===== src/rtl/multicycle_control_unit.sv =====
// Multicycle control unit: sequences each instruction through FETCH, DECODE,
// EXEC, MEM and WB, and drives the register file, IR, memory and ALU strobes.
// Memory accesses use a ready handshake with a bounded wait. A memory timeout
// or a HALT opcode parks the FSM in HALT until reset. Legal instructions are
// counted as they retire.
module multicycle_control_unit #(
   parameter int CNT_W    = 16,
   parameter int WAIT_MAX = 15
) (
   input  logic             clk,
   input  logic             reset,
   input  logic [15:0]      instruction,
   input  logic             mem_ready,
   input  logic             zero,
   output logic             IRWrite,
   output logic             MemRead,
   output logic             MemWrite,
   output logic             RegWrite,
   output logic             PCWrite,
   output logic             PCSrc,
   output logic [1:0]       ALUOp,
   output logic             WdSel,
   output logic [2:0]       state,
   output logic             halted,
   output logic             mem_err,
   output logic [CNT_W-1:0] instr_count
);

   typedef enum logic [2:0] {
      S_FETCH  = 3'd0,
      S_DECODE = 3'd1,
      S_EXEC   = 3'd2,
      S_MEM    = 3'd3,
      S_WB     = 3'd4,
      S_HALT   = 3'd7
   } state_t;

   localparam logic [3:0] OP_ADD  = 4'h0;
   localparam logic [3:0] OP_NAND = 4'h2;
   localparam logic [3:0] OP_LW   = 4'h4;
   localparam logic [3:0] OP_SW   = 4'h5;
   localparam logic [3:0] OP_BEQ  = 4'hB;
   localparam logic [3:0] OP_HALT = 4'hF;

   // wait_cnt only has to reach WAIT_MAX-1 before the timeout fires.
   localparam int WAIT_W = (WAIT_MAX > 1) ? $clog2(WAIT_MAX) : 1;
   localparam logic [WAIT_W-1:0] WAIT_LAST = WAIT_W'((WAIT_MAX > 0) ? WAIT_MAX - 1 : 0);

   state_t            cur_st;
   logic [WAIT_W-1:0] wait_cnt;
   logic [3:0]        opcode;
   logic              is_rtype;
   logic              is_mem;
   logic              is_beq;
   logic              is_legal;
   logic              timeout_hit;
   logic              unused_bits;

   assign opcode      = instruction[15:12];
   assign is_rtype    = (opcode == OP_ADD) || (opcode == OP_NAND);
   assign is_mem      = (opcode == OP_LW) || (opcode == OP_SW);
   assign is_beq      = (opcode == OP_BEQ);
   assign is_legal    = is_rtype || is_mem || is_beq;
   assign timeout_hit = (WAIT_MAX != 0) && !mem_ready && (wait_cnt == WAIT_LAST);
   assign unused_bits = ^instruction[11:0];

   assign state  = cur_st;
   assign halted = (cur_st == S_HALT);

   // State, wait counter, sticky error flag and retired-instruction counter.
   always_ff @(posedge clk) begin
      if (reset) begin
         cur_st      <= S_FETCH;
         wait_cnt    <= '0;
         mem_err     <= 1'b0;
         instr_count <= '0;
      end else begin
         // Any cycle that is not a memory wait (including every state change) clears the counter.
         wait_cnt <= '0;
         case (cur_st)
            S_FETCH: begin
               if (mem_ready) begin
                  cur_st <= S_DECODE;
               end else if (timeout_hit) begin
                  cur_st  <= S_HALT;
                  mem_err <= 1'b1;
               end else begin
                  wait_cnt <= wait_cnt + 1'b1;
               end
            end
            S_DECODE: begin
               if (opcode == OP_HALT) cur_st <= S_HALT;
               else if (!is_legal)    cur_st <= S_FETCH;
               else                   cur_st <= S_EXEC;
            end
            S_EXEC: begin
               if (is_beq) begin
                  cur_st      <= S_FETCH;
                  instr_count <= instr_count + 1'b1;
               end else if (is_rtype) begin
                  cur_st <= S_WB;
               end else if (is_mem) begin
                  cur_st <= S_MEM;
               end else begin
                  cur_st <= S_FETCH;
               end
            end
            S_MEM: begin
               if (mem_ready) begin
                  if (opcode == OP_SW) begin
                     cur_st      <= S_FETCH;
                     instr_count <= instr_count + 1'b1;
                  end else begin
                     cur_st <= S_WB;
                  end
               end else if (timeout_hit) begin
                  cur_st  <= S_HALT;
                  mem_err <= 1'b1;
               end else begin
                  wait_cnt <= wait_cnt + 1'b1;
               end
            end
            S_WB: begin
               cur_st      <= S_FETCH;
               instr_count <= instr_count + 1'b1;
            end
            S_HALT:  cur_st <= S_HALT;
            default: cur_st <= S_FETCH;
         endcase
      end
   end

   // Moore strobes from the current state; handshake and zero qualify them in the same cycle.
   always_comb begin
      IRWrite  = 1'b0;
      MemRead  = 1'b0;
      MemWrite = 1'b0;
      RegWrite = 1'b0;
      PCWrite  = 1'b0;
      PCSrc    = 1'b0;
      ALUOp    = 2'b00;
      WdSel    = 1'b0;
      if (!reset) begin
         case (cur_st)
            S_FETCH: begin
               MemRead = 1'b1;
               IRWrite = mem_ready;
            end
            S_DECODE: begin
               if (opcode != OP_HALT && !is_legal) PCWrite = 1'b1;
            end
            S_EXEC: begin
               if (opcode == OP_NAND) ALUOp = 2'b01;
               else if (is_beq)       ALUOp = 2'b10;
               if (is_beq) begin
                  PCWrite = 1'b1;
                  PCSrc   = zero;
               end
            end
            S_MEM: begin
               if (opcode == OP_SW) begin
                  MemWrite = 1'b1;
                  PCWrite  = mem_ready;
               end else begin
                  MemRead = 1'b1;
               end
            end
            S_WB: begin
               RegWrite = 1'b1;
               PCWrite  = 1'b1;
               WdSel    = (opcode == OP_LW);
            end
            default: ;
         endcase
      end
   end

endmodule


===== config.mk =====
export PLATFORM = sky130hd
export DESIGN_NAME = multicycle_control_unit
export DESIGN_NICKNAME = d
export VERILOG_FILES = /design/src/rtl/multicycle_control_unit.sv
export SDC_FILE = /design/constraint.sdc
export NUM_CORES = 1
export LEC_CHECK = 0
export ABC_AREA = 1
export BUFFER_PORTS_ARGS = -buffer_cell sky130_fd_sc_hd__clkbuf_2
export CAP_MARGIN = 0
export CORE_ASPECT_RATIO = 2
export CORE_MARGIN = 2
export CORE_UTILIZATION = 40
export DETAILED_ROUTE_END_ITERATION = 7
export PLACE_DENSITY = 0.69
export SLEW_MARGIN = 15
export SYNTH_ARGS = -nofsm -noshare
export SYNTH_HDL_FRONTEND = slang
export SYNTH_SLANG_ARGS = --single-unit

===== constraint.sdc =====
create_clock -name clk -period 1.9 [get_ports clk]
set_input_delay 0.19 -clock clk [delete_from_list [all_inputs] [get_ports clk]]
set_output_delay 0.19 -clock clk [all_outputs]
set_load 0.02 [all_outputs]

# After elaboration in Yosys (flattened, before gate mapping)
# Cells that the tools add are included.
# word_totals
reg_bits	24
input_bits	20
output_inout_bits	30
elab_cells	76
# op_classes
addsub	2
n_eq_ne	15
mux	38
bitwise_logic	2
n_reduce_logical	15
# ops
cell	count
$mux 16	3
$pmux 16 s3	1
$mux 3	7
$mux 1	18
$add 16x1->16 const B	1
$pmux 3 s5	1
$eq 4x4->1 const B	3
$mux 2	6
$eq 4x3->1 const B	2
$eq 3x2->1 const B	2
$eq 3x3->1 const B	2
$ne 2x2->1 const B	3
$add 4x1->4 const B	1
$eq 4x2->1 const B	1
$logic_not 4->1	1
$logic_or 1x1->1	4
$ne 4x4->1 const B	1
$pmux 1 s4	1
$reduce_and 4->1	1
$reduce_or 4->1	1
$eq 3x1->1 const B	1
$logic_not 3->1	1
$reduce_and 3->1	1
$reduce_bool 3->1	1
5 further kinds	8

# Longest topological paths before layout
# logic_depth
word_depth	9
ltp_mapped	10
depth_no_buf	9

# Worst setup path before layout
# OpenSTA, ideal clock, no wires.
# synth_path
kind	reg-to-output
startpoint	register cur_st[2] (netlist: state[2])
endpoint	output port WdSel
arrival_ns	1.404
t_required_ns	1.710
path_slack_ns	0.306
stages_incl_launch_ff	3
path_buffers	0
path_cell_list	dfxtp_1 -> nand2_1 -> nor4_1
# synth_between
elab_chain_len	3
# synth_lines
item	line	rtl
start: declaration	49	state_t cur_st;
start signal: assignment	73	cur_st <= S_FETCH;
start signal: assignment	83	cur_st <= S_DECODE;
start signal: assignment	85	cur_st <= S_HALT;
$eq 3x3->1	144	case (cur_st)
$mux 1	144	
$mux 1	143	if (!reset) begin
end: declaration	22	output logic WdSel,
# No other way between the ends.

# Final worst setup path
# layout_path
startpoint	register cur_st[2] (netlist: state[2])
endpoint	output port ALUOp[0]
# layout_between
elab_chain_len	3
# layout_lines
item	line	rtl
$eq 3x2->1	144	
$mux 2	144	
$mux 2	143	
end: declaration	21	output logic [1:0] ALUOp,
# No other way between the ends.

==> qor.yml <==
outcome: "finished, final reports clean"
ir_worst_vdd_mv: 0.353
rr_endpoint: "instr_count[1]"
max_freq_mhz: 559
die_y_um: 90.8
min_path_cells: 2
finalCriticalPeriod_ns: 1.79
io_pins: 50
synth.most_common_cell: "nand2_1"
grt_pass1_wl_mm: 6.49
yosys.area.top_type_share_pct: 31.9
cp_max_fo: 6
synth_nets: 268
n_antenna_cell: 0
viasPerCell: 4.92
finalHoldViolCount: 0
ys_top_cells_by_count: "nand2_1, nor2_1, dfxtp_1, inv_1, nand3_1"
yosys.area.top_type: "dfxtp_1"
arrival_ns: 1.60
dpl_cell_area_um2: 1740
cts_setup_buffers: 0
drtIter0Drc: 42
ys_types: 25
setup_slack_ns: 0.110
gr-total-overflow: 0
grt_max_degree: 21
hold_class: "primary input to flop"
synth_cells: 245
clk_pin_slew_ns: 0.09
cpLargestDelayFamily: "simple AND/OR/NAND/NOR gates"
ys_ff_latch: 24
seq_area_frac_synth_pct: 31.9
endpoint: "ALUOp[0]"
fin_skew_ns: 0.00284
synth_edf_count: 0
dieArea_um2: 4300
drive_gt1_share_pct: 20.8
cts_root_buf: "clkbuf_8"
finalCritPeriodShare_pct: 94.2
rsz0062_at_grt: "no"
synthArstFlopShare_pct: 0
cp_slowest_cell: "dfxtp_1"
core-area_um2: 3610
synthMuxAreaShare_pct: 0
crit_type: "flop to output pin"
setup_tns_ns: 0
critPathLaunch: "state[2]"
grt_pass1_vias: 1561
slew_headroom_pct: 77.4
final_core_util_pct: 50.4
ant_nets: 0
path_cells: "inv_2 > nand2_2 > nor2_2 > nand3_1 > nor3_1 > clkbuf_2"
nNetsFinal: 308
endpoint_kind: "output pin"
dr_total_vias: 1637
path_buf_inv: 2
synth_area_per_cell_um2: 6.14
p_leak_uw: 0.000790
slowest_delay_ns: 0.42
rr_startpoint: "state[1]"
place_ws_ns: 0.381
fin_area_um2: 1820
final_max_slew_viol_count: 0
required_ns: 1.71
tightestPinTransition_ns: 0.338
ff2ff_path_depth: 8
synth.area.top_cells: "dfxtp_1, nand2_1, nor2_1"
cts.htree.levels: 1
synth_warnings: 0
worst-path-stages: 6
cts_resized: 0
power_density_nw_per_um2: 597
cts_sinks: 24
synthesis.area_um2: 1510
ctsHoldBuffers: 0
cts_tree: "done"
antenna_found_initial: 0
start_kind: "flop"
synthSimpleGateAreaFrac_pct: 45.2
drc_errors: 0
clockBufferDepth: 2
first_pass_iters: 4
synth_top_family_by_area: "simple AND/OR/NAND/NOR gates"
r2r_setup_slack_ns: 0.36
fill_cells: 392
gp_congestion: 0.856
synthAdderAreaFrac_pct: 2.49
portBuffers: 37
cap_violations: 0
clk_latency_ns: 0.26
setup_viol: 0
area_growth_syn_to_layout_pct: 20.7
hpwlAfterDp_mm: 3.07
synth_ff_type: "dfxtp_1"
wire_per_inst_um: 11.5
synth_xor_area_share_pct: 2.91
initial_core_util_pct: 41.7
cts_buffers: 3
totalWireLength_mm: 3.84
synth_compound_area_share_pct: 9.23
grt_usage_pct: 20.1
rows: 31
die_w_um: 47.4
==> cells by family (layout without fill, tap and decap cells) <==
| group | Yosys count | in the layout |
|---|---|---|
| buffers and inverters | 29 | 68 |
| flip-flops | 24 | 24 |
| adder cells (fa/ha/maj) | 3 | 3 |
| AO/OA/AOI/OAI | 26 | 26 |
| AND/OR/NAND/NOR | 158 | 158 |
| XOR/XNOR | 5 | 5 |
==> layout make-up <==
class	count	area [um^2]	area share [%]
Multi-Input combinational cell	192	906	49.9
Timing Repair Buffer	40	208	11.4
Clock inverter	1	30.0	1.65
Inverter	24	90.1	4.96
Tap cell	49	61.3	3.37
Sequential cell	24	480	26.4
Clock buffer	3	41.3	2.27
==> through the flow <==
step                      cells  hold WS, ns  total power, uW
final                       333        0.275             1090
after global routing        333        0.296             1130
after CTS                   333        0.265             1100
after detailed placement    329        0.448              654
after global placement      329        0.444              652
after floorplan             245        0.387              615
==> registers in the layout (all words and copies together) (netlist names) <==
register	flops
instr_count	16
mem_err	1
state	3
wait_cnt	4
==> cell usage in the layout, fill, tap and decap left out, drive strengths merged, types with 2 or more instances in the layout <==
cell	instances
inv	24
dfxtp	24
nand4	8
xor2	2
buf	3
nor3	4
xnor2	3
a21oi	19
nor2	46
nand3	21
clkbuf	40
nand2	77
ha	3
o21ai	6
==> per-layer routing <==
layer / track usage, % / vias to the layer above / share of wire [%]
li1: - / 861 / -
met1: 20.2 / 725 / 37
met2: 36.7 / 43 / 56
met3: 2.20 / 8 / 3.3
met4: 9.49 / 0 / 3.9
met5: 0 / - / 0
==> worst min-delay path by stage <==
| stage | from | end | slack (ns) |
|---|---|---|---|
| 6_report | reset | instr_count[13] | 0.27 |
| 5_1_grt | reset | instr_count[13] | 0.30 |
| 4_1_cts | reset | instr_count[13] | 0.26 |
| 3_5_place_dp | mem_err | mem_err | 0.45 |
| 3_3_place_gp | mem_err | mem_err | 0.44 |
| 2_1_floorplan | mem_ready | mem_err | 0.39 |
==> power by group <==
group | internal, uW | switching, uW | leakage (uW)
registers | 511 | 11.9 | 0.000194
clock network | 281 | 161 | 0.0000357
logic | 37.8 | 82.4 | 0.000560
total | 830 | 255 | 0.000790
==> worst reg2reg max path: cells and delay by family, from the launching register on <==
| kind | cells | cell delay, ns |
|---|---|---|
| compound gates | 1 | 0.18 |
| flops | 1 | 0.51 |
| buf+inv | 1 | 0.20 |
| simple gates | 6 | 0.55 |
No activity file was read; power rests on OpenSTA's default activity.
